[config.mk]
export PLATFORM = sky130hd
export DESIGN_NAME = regfile_mp
export DESIGN_NICKNAME = d
export VERILOG_FILES = /design/src/rtl/regfile_mp.sv
export SDC_FILE = /design/constraint.sdc
export NUM_CORES = 2
export LEC_CHECK = 0
export BUFFER_PORTS_ARGS = -buffer_cell sky130_fd_sc_hd__buf_2
export CORE_MARGIN = 4
export CORE_UTILIZATION = 42
export CTS_CLUSTER_DIAMETER = 150
export DETAILED_ROUTE_END_ITERATION = 6
export PLACE_DENSITY = 0.64
export SLEW_MARGIN = 20
export SYNTH_ARGS = -nofsm -noshare
export SYNTH_HDL_FRONTEND = slang
export SYNTH_SLANG_ARGS = --single-unit
[constraint.sdc]
create_clock -name clk -period 109.9 [get_ports clk]
set_input_delay 21.98 -clock clk [delete_from_list [all_inputs] [get_ports clk]]
set_output_delay 21.98 -clock clk [all_outputs]
set_load 0.02 [all_outputs]
[src/rtl/regfile_mp.sv]
// Multi-read-port integer register file with byte-strobed writeback and a
// per-register busy scoreboard used by decode for RAW hazard detection.
module regfile_mp #(
    parameter int XLEN     = 32,
    parameter int NREG     = 32,
    parameter int AW       = $clog2(NREG),
    parameter int NRD      = 2,
    parameter int ZERO_REG = 1
) (
    input  logic                  clk,
    input  logic                  rst,
    input  logic [NRD*AW-1:0]     rs_addr,
    output logic [NRD*XLEN-1:0]   rs_dout,
    output logic [NRD-1:0]        rs_busy,
    input  logic                  we,
    input  logic [XLEN/8-1:0]     wstrb,
    input  logic [AW-1:0]         rd_addr,
    input  logic [XLEN-1:0]       rd_din,
    input  logic                  iss_valid,
    input  logic [AW-1:0]         iss_rd,
    output logic                  any_busy
);

    localparam int  NBYTE = XLEN / 8;
    localparam bit  ZR    = (ZERO_REG != 0);

    logic [XLEN-1:0]   mem_q [NREG];
    logic [XLEN-1:0]   mem_d [NREG];
    logic [NREG-1:0]   busy_q;
    logic [NREG-1:0]   busy_d;
    logic [NRD*AW-1:0] rs_addr_q;

    logic wr_ok_s;
    logic iss_ok_s;

    // Qualify writeback and issue; a hardwired x0 never accepts either.
    always_comb begin
        wr_ok_s  = we & ~(ZR & (rd_addr == {AW{1'b0}}));
        iss_ok_s = iss_valid & ~(ZR & (iss_rd == {AW{1'b0}}));
    end

    // Next-state for the array and scoreboard; an issue overrides a writeback
    // clear on the same register because a newer producer now owns it.
    always_comb begin
        mem_d  = mem_q;
        busy_d = busy_q;
        for (int r = 0; r < NREG; r++) begin
            if (iss_ok_s && (iss_rd == AW'(r))) begin
                busy_d[r] = 1'b1;
            end else if (wr_ok_s && (rd_addr == AW'(r))) begin
                busy_d[r] = 1'b0;
            end else begin
                busy_d[r] = busy_q[r];
            end
        end
        for (int b = 0; b < NBYTE; b++) begin
            if (wr_ok_s && wstrb[b]) begin
                mem_d[rd_addr][b*8 +: 8] = rd_din[b*8 +: 8];
            end else begin
                mem_d[rd_addr][b*8 +: 8] = mem_q[rd_addr][b*8 +: 8];
            end
        end
    end

    // Array, scoreboard and read-address registers.
    always_ff @(posedge clk or posedge rst) begin
        if (rst) begin
            for (int r = 0; r < NREG; r++) begin
                mem_q[r] <= {XLEN{1'b0}};
            end
            busy_q    <= {NREG{1'b0}};
            rs_addr_q <= {(NRD*AW){1'b0}};
        end else begin
            mem_q     <= mem_d;
            busy_q    <= busy_d;
            rs_addr_q <= rs_addr;
        end
    end

    // Asynchronous array read from the registered addresses gives one cycle of
    // latency and makes same-edge writes visible without a bypass.
    always_comb begin
        rs_dout = {(NRD*XLEN){1'b0}};
        rs_busy = {NRD{1'b0}};
        for (int i = 0; i < NRD; i++) begin
            rs_dout[i*XLEN +: XLEN] = mem_q[rs_addr_q[i*AW +: AW]];
            rs_busy[i]              = busy_q[rs_addr_q[i*AW +: AW]];
        end
    end

    // Drain check for the pipeline.
    always_comb begin
        any_busy = |busy_q;
    end

endmodule

Word-level counts from Yosys, hierarchy flattened:

Index checks and enable logic that the tools add are counted.

* register bits: 1066
* input port bits: 60
* output and inout bits: 67

* order comparisons: 6
* equal/unequal tests: 62
* muxes and demuxes: 97
* bitwise operators: 7
* reductions and logical operators: 104

Operators with widths (number)
* $bwmux W1024: 8
* $mux W1024: 4
* $demux W32 S5: 4
* $bmux W32 S5: 3
* $mux W32: 7
* $eq A5 B5 Y1 const B: 32
* $eq A5 B4 Y1 const B: 16
* $logic_and A1 B1 Y1: 69
* $mux W1: 66
* $reduce_bool A2 Y1: 32
* $eq A5 B3 Y1 const B: 8
* $reduce_or A32 Y1: 1
* $mux W24: 1
* $eq A5 B2 Y1 const B: 4
* $ge A6 B6 Y1 const B: 3
* $not A5 Y6: 3
* $mux W16: 1
* $lt A5 B6 Y1 const B: 2
* $bmux W1 S5: 2
* $eq A5 B1 Y1 const B: 2
* $logic_not A5 Y1: 2
* $mux W8: 1
* $lt A6 B1 Y1 const B: 1
* $and A1 B1 Y1: 2
* $not A1 Y1: 2

Depth between registers and ports, before layout:

* depth after elaboration: 13
* depth in mapped cells: 10
* depth with buffers taken out: 5

Worst setup path after synthesis:

No wires, ideal clock.

* kind: reg2out
* start point: register rs_addr_q[1]
* end point: output rs_dout[10]
* data arrival time: 2.397 ns
* setup slack: 85.523 ns
* stages on the path, launching flop included: 6
* path through: dfrtp_1 -> buf_2 -> buf_1 -> mux4_2 -> mux4_2 -> mux2_2

* cells in the longest elaborated chain, start to end: 4

RTL lines
* from (decl): line 31 `logic [NRD*AW-1:0] rs_addr_q;`
* from (signal assigned): line 72 `rs_addr_q <= {(NRD*AW){1'b0}};`
* from (signal assigned): line 76 `rs_addr_q <= rs_addr;`
* $not A5 Y6 (not written as such): line 86 `rs_dout[i*XLEN +: XLEN] = mem_q[rs_addr_q[i*AW +: AW]];`
* $bmux W32 S5: line 86
* $mux W32 (not written as such) (2 in a row): line 86
* to (decl): line 13 `output logic [NRD*XLEN-1:0] rs_dout,`

No other way between the ends. The select of a mux whose other input is x is not followed.

Final worst setup path:

* start point: register rs_addr_q[0]
* end point: output rs_dout[31]

Same word-level chain as after synthesis.

==> results.cfg <==
[status]
status = complete, but fails checks
violations = DRC

[cells_and_area]
final_net_count = 5079
final_util = 0.4602
fin_area_um2 = 73890
syn2layout_area_growth_pct = 8.781
drive_gt1_frac = 0.2949
fin_cells = 7281

[worst_setup_path]
crit_path_end_kind = output port
start_kind = flop
path_class = reg -> out
cp_cell_sequence = buf_4 -> buf_12 -> mux4_2 -> mux4_2 -> mux2_2 -> buf_2
worstPathRequired_ps = 87920
critical-path-max-stage-delay_ps = 1070
ff2ff_setup_slack_ps = 107180
slowest_stage = dfrtp_4
critical_path_buf_inv_count = 3
crit_top_cell = mux4_2
crit_arrival_ps = 5300
crit_family = buffers and inverters
path_max_fanout = 97

[grt]
top_usage_layer = met2
met2_usage = 0.4421
grt_pass1_vias = 53740
grt-ovfl-total = 0
antenna_found_initial = 13
grt_usage = 0.3077
grt_pass1_wl_mm = 384.8
grt_max_degree = 173
grt_util_met1 = 0.4124
met3_usage = 0.1204

[power]
ir_drop_mv = 0.01517
power.density_nw_per_um2 = 19.26
leakagePower_nw = 29.13
power_mw = 1.423

[synthesis]
synth_edf_count = 0
avgSynthCellArea_um2 = 12.69
ys_types = 35
synthTopCellsByCount = nor2_1, dfrtp_1, a221o_1
syn_area_um2 = 67920
yosys.area_share.simple = 0.06976
synthAdderAreaFrac = 0
synth_compound_area_frac = 0.1761
muxShareOfSynthArea = 0.3123
synth_top_family_by_area = multiplexers
synth_warnings = 0
ys_top_cells_by_area = dfrtp_1, mux4_2, a221o_1
ys.flop_type = dfrtp_1
synth_top_area_cell = dfrtp_1
synth-seq-area-share = 0.3927
async_flop_share = 1.000
yosysMostFrequentCell = nor2_1
synthCells = 5352
synth_nets = 5412
synth_seq_cells = 1066
synth_xor_area_frac = 0
synth_top_area_frac = 0.3927

[run]
drv_cap = 0

[placed_design]
dp_cells = 7063
port_buffers = 126
place_area_um2 = 69850
globalplace.congestion = 0.8922
dpl.hpwl_mm = 158.9

[hold_path]
min_path_type = reg -> reg

[floorplan]
floorplan.rows = 147
die_area_um2 = 168200
pin_count = 127
start_util = 0.4230
core_um2 = 160600
die_w_um = 410.2
dieHeight_um = 410.2

[routing]
drt-pass1-iter-count = 7
routedWlPerCell_um = 36.03
ant_nets = 0
viasPerCell = 7.604
drt_iter0_drc = 9113
drc = 4
vias = 55370
drt-total-wl_mm = 262.3

[timing]
setup_tns_ps = 0
period_share = 0.2482
maxSlewViolCount = 0
rsz0062_at_grt = no
setup-violations-final = 0
slew_headroom = 0.1242
skew_ps = 36.58
hold_violations = 0
period_needed_ps = 27280
fmax_ghz = 0.03666
worst_pin_slew_ps = 1309

[cts]
cts.sinks = 1066
cts_root_buf = clkbuf_16
cts_buffers = 113
cts.htree.levels = 3
post-cts-setup-buffers = 0
clock_path_buffers = 3
cts_tree = yes
worstSkewPairLatency_ps = 770
ctsResizeCount = 0
holdBufCountCts = 0
clkTransAtPathRegs_ps = 60
## path summary, 6_finish.rpt
path                               from            to  cells past startpoint
setup / recovery           rs_addr_q[0]   rs_dout[31]                      6
hold / removal               mem_q[996]    mem_q[996]                      0
setup reg to reg             mem_q[273]    mem_q[177]                      5
min in group asynchronous           rst    mem_q[126]                      2
max in group asynchronous           rst  rs_addr_q[3]                      6
hold reg to reg              mem_q[996]    mem_q[996]                      0
## cell families (layout without fill, tap and decap cells)
| kind of cell | after synthesis | after routing |
|---|---|---|
| AOI/OAI and AO/OA | 1279 | 1279 |
| buffers and inverters | 732 | 493 |
| DFF | 1066 | 1066 |
| muxes | 1046 | 1046 |
| other | 0 | 8 |
| and+or+nand+nor | 1229 | 1229 |
## stage by stage
stage / worst slack (ps) / hold slack (ps)
2_1_floorplan: 57910 / 458.0
3_5_place_dp: 83420 / 402.4
3_3_place_gp: 83440 / 393.0
5_1_grt: 82450 / 429.3
4_1_cts: 82600 / 415.2
6_report: 82620 / 414.0
## power by group
part / internal, mW / total (mW) / switching [mW] / leakage (nW)
Clock: 0.243 / 0.417 / 0.174 / 1.93
Sequential: 0.486 / 0.588 / 0.102 / 13.8
Combinational: 0.234 / 0.418 / 0.184 / 13.4
## cells in the final DEF, fill, tap and decap left out, types with 17 or more instances in the layout
master and n:
a211oi_1 62, a221o_1 992, a22o_1 32, a22oi_1 32, buf_2 123, buf_4 146
bufinv_16 17, clkbuf_1 31, clkbuf_16 114, clkbuf_8 18, clkinv_2 21, dfrtp_1 1056
mux2_2 66, mux2i_1 128, mux4_2 852, nand2_1 20, nand2_2 22, nor2_1 1096
nor2_2 23, o21ai_0 56, o221ai_1 32, o22ai_1 32
## registers in the layout, summed over array words and instances (netlist names)
name / cells
mem_q: 1024
rs_addr_q: 10
busy_q: 32
## layout make-up
class,instances,area [µm²]
fillers,14000,86680
multi-input cells,3554,38620
flip-flops and latches,1066,26710
clock inverters,46,711.9
repair buffers,278,1881
well taps,2160,2703
clock buffers,163,3217
inverters,6,30.03
diodes,8,20.02
## routing by layer
| layer | vias up | wire length [µm] | part of all wire |
|---|---|---|---|
| met1 | 28430 | 93670 | 0.36 |
| met5 | - | 303 | 0.0012 |
| met3 | 963 | 40760 | 0.16 |
| met2 | 4717 | 112900 | 0.43 |
| li1 | 21250 | - | - |
| met4 | 12 | 14760 | 0.056 |
Note: power is estimated with default switching activity, not from simulation.
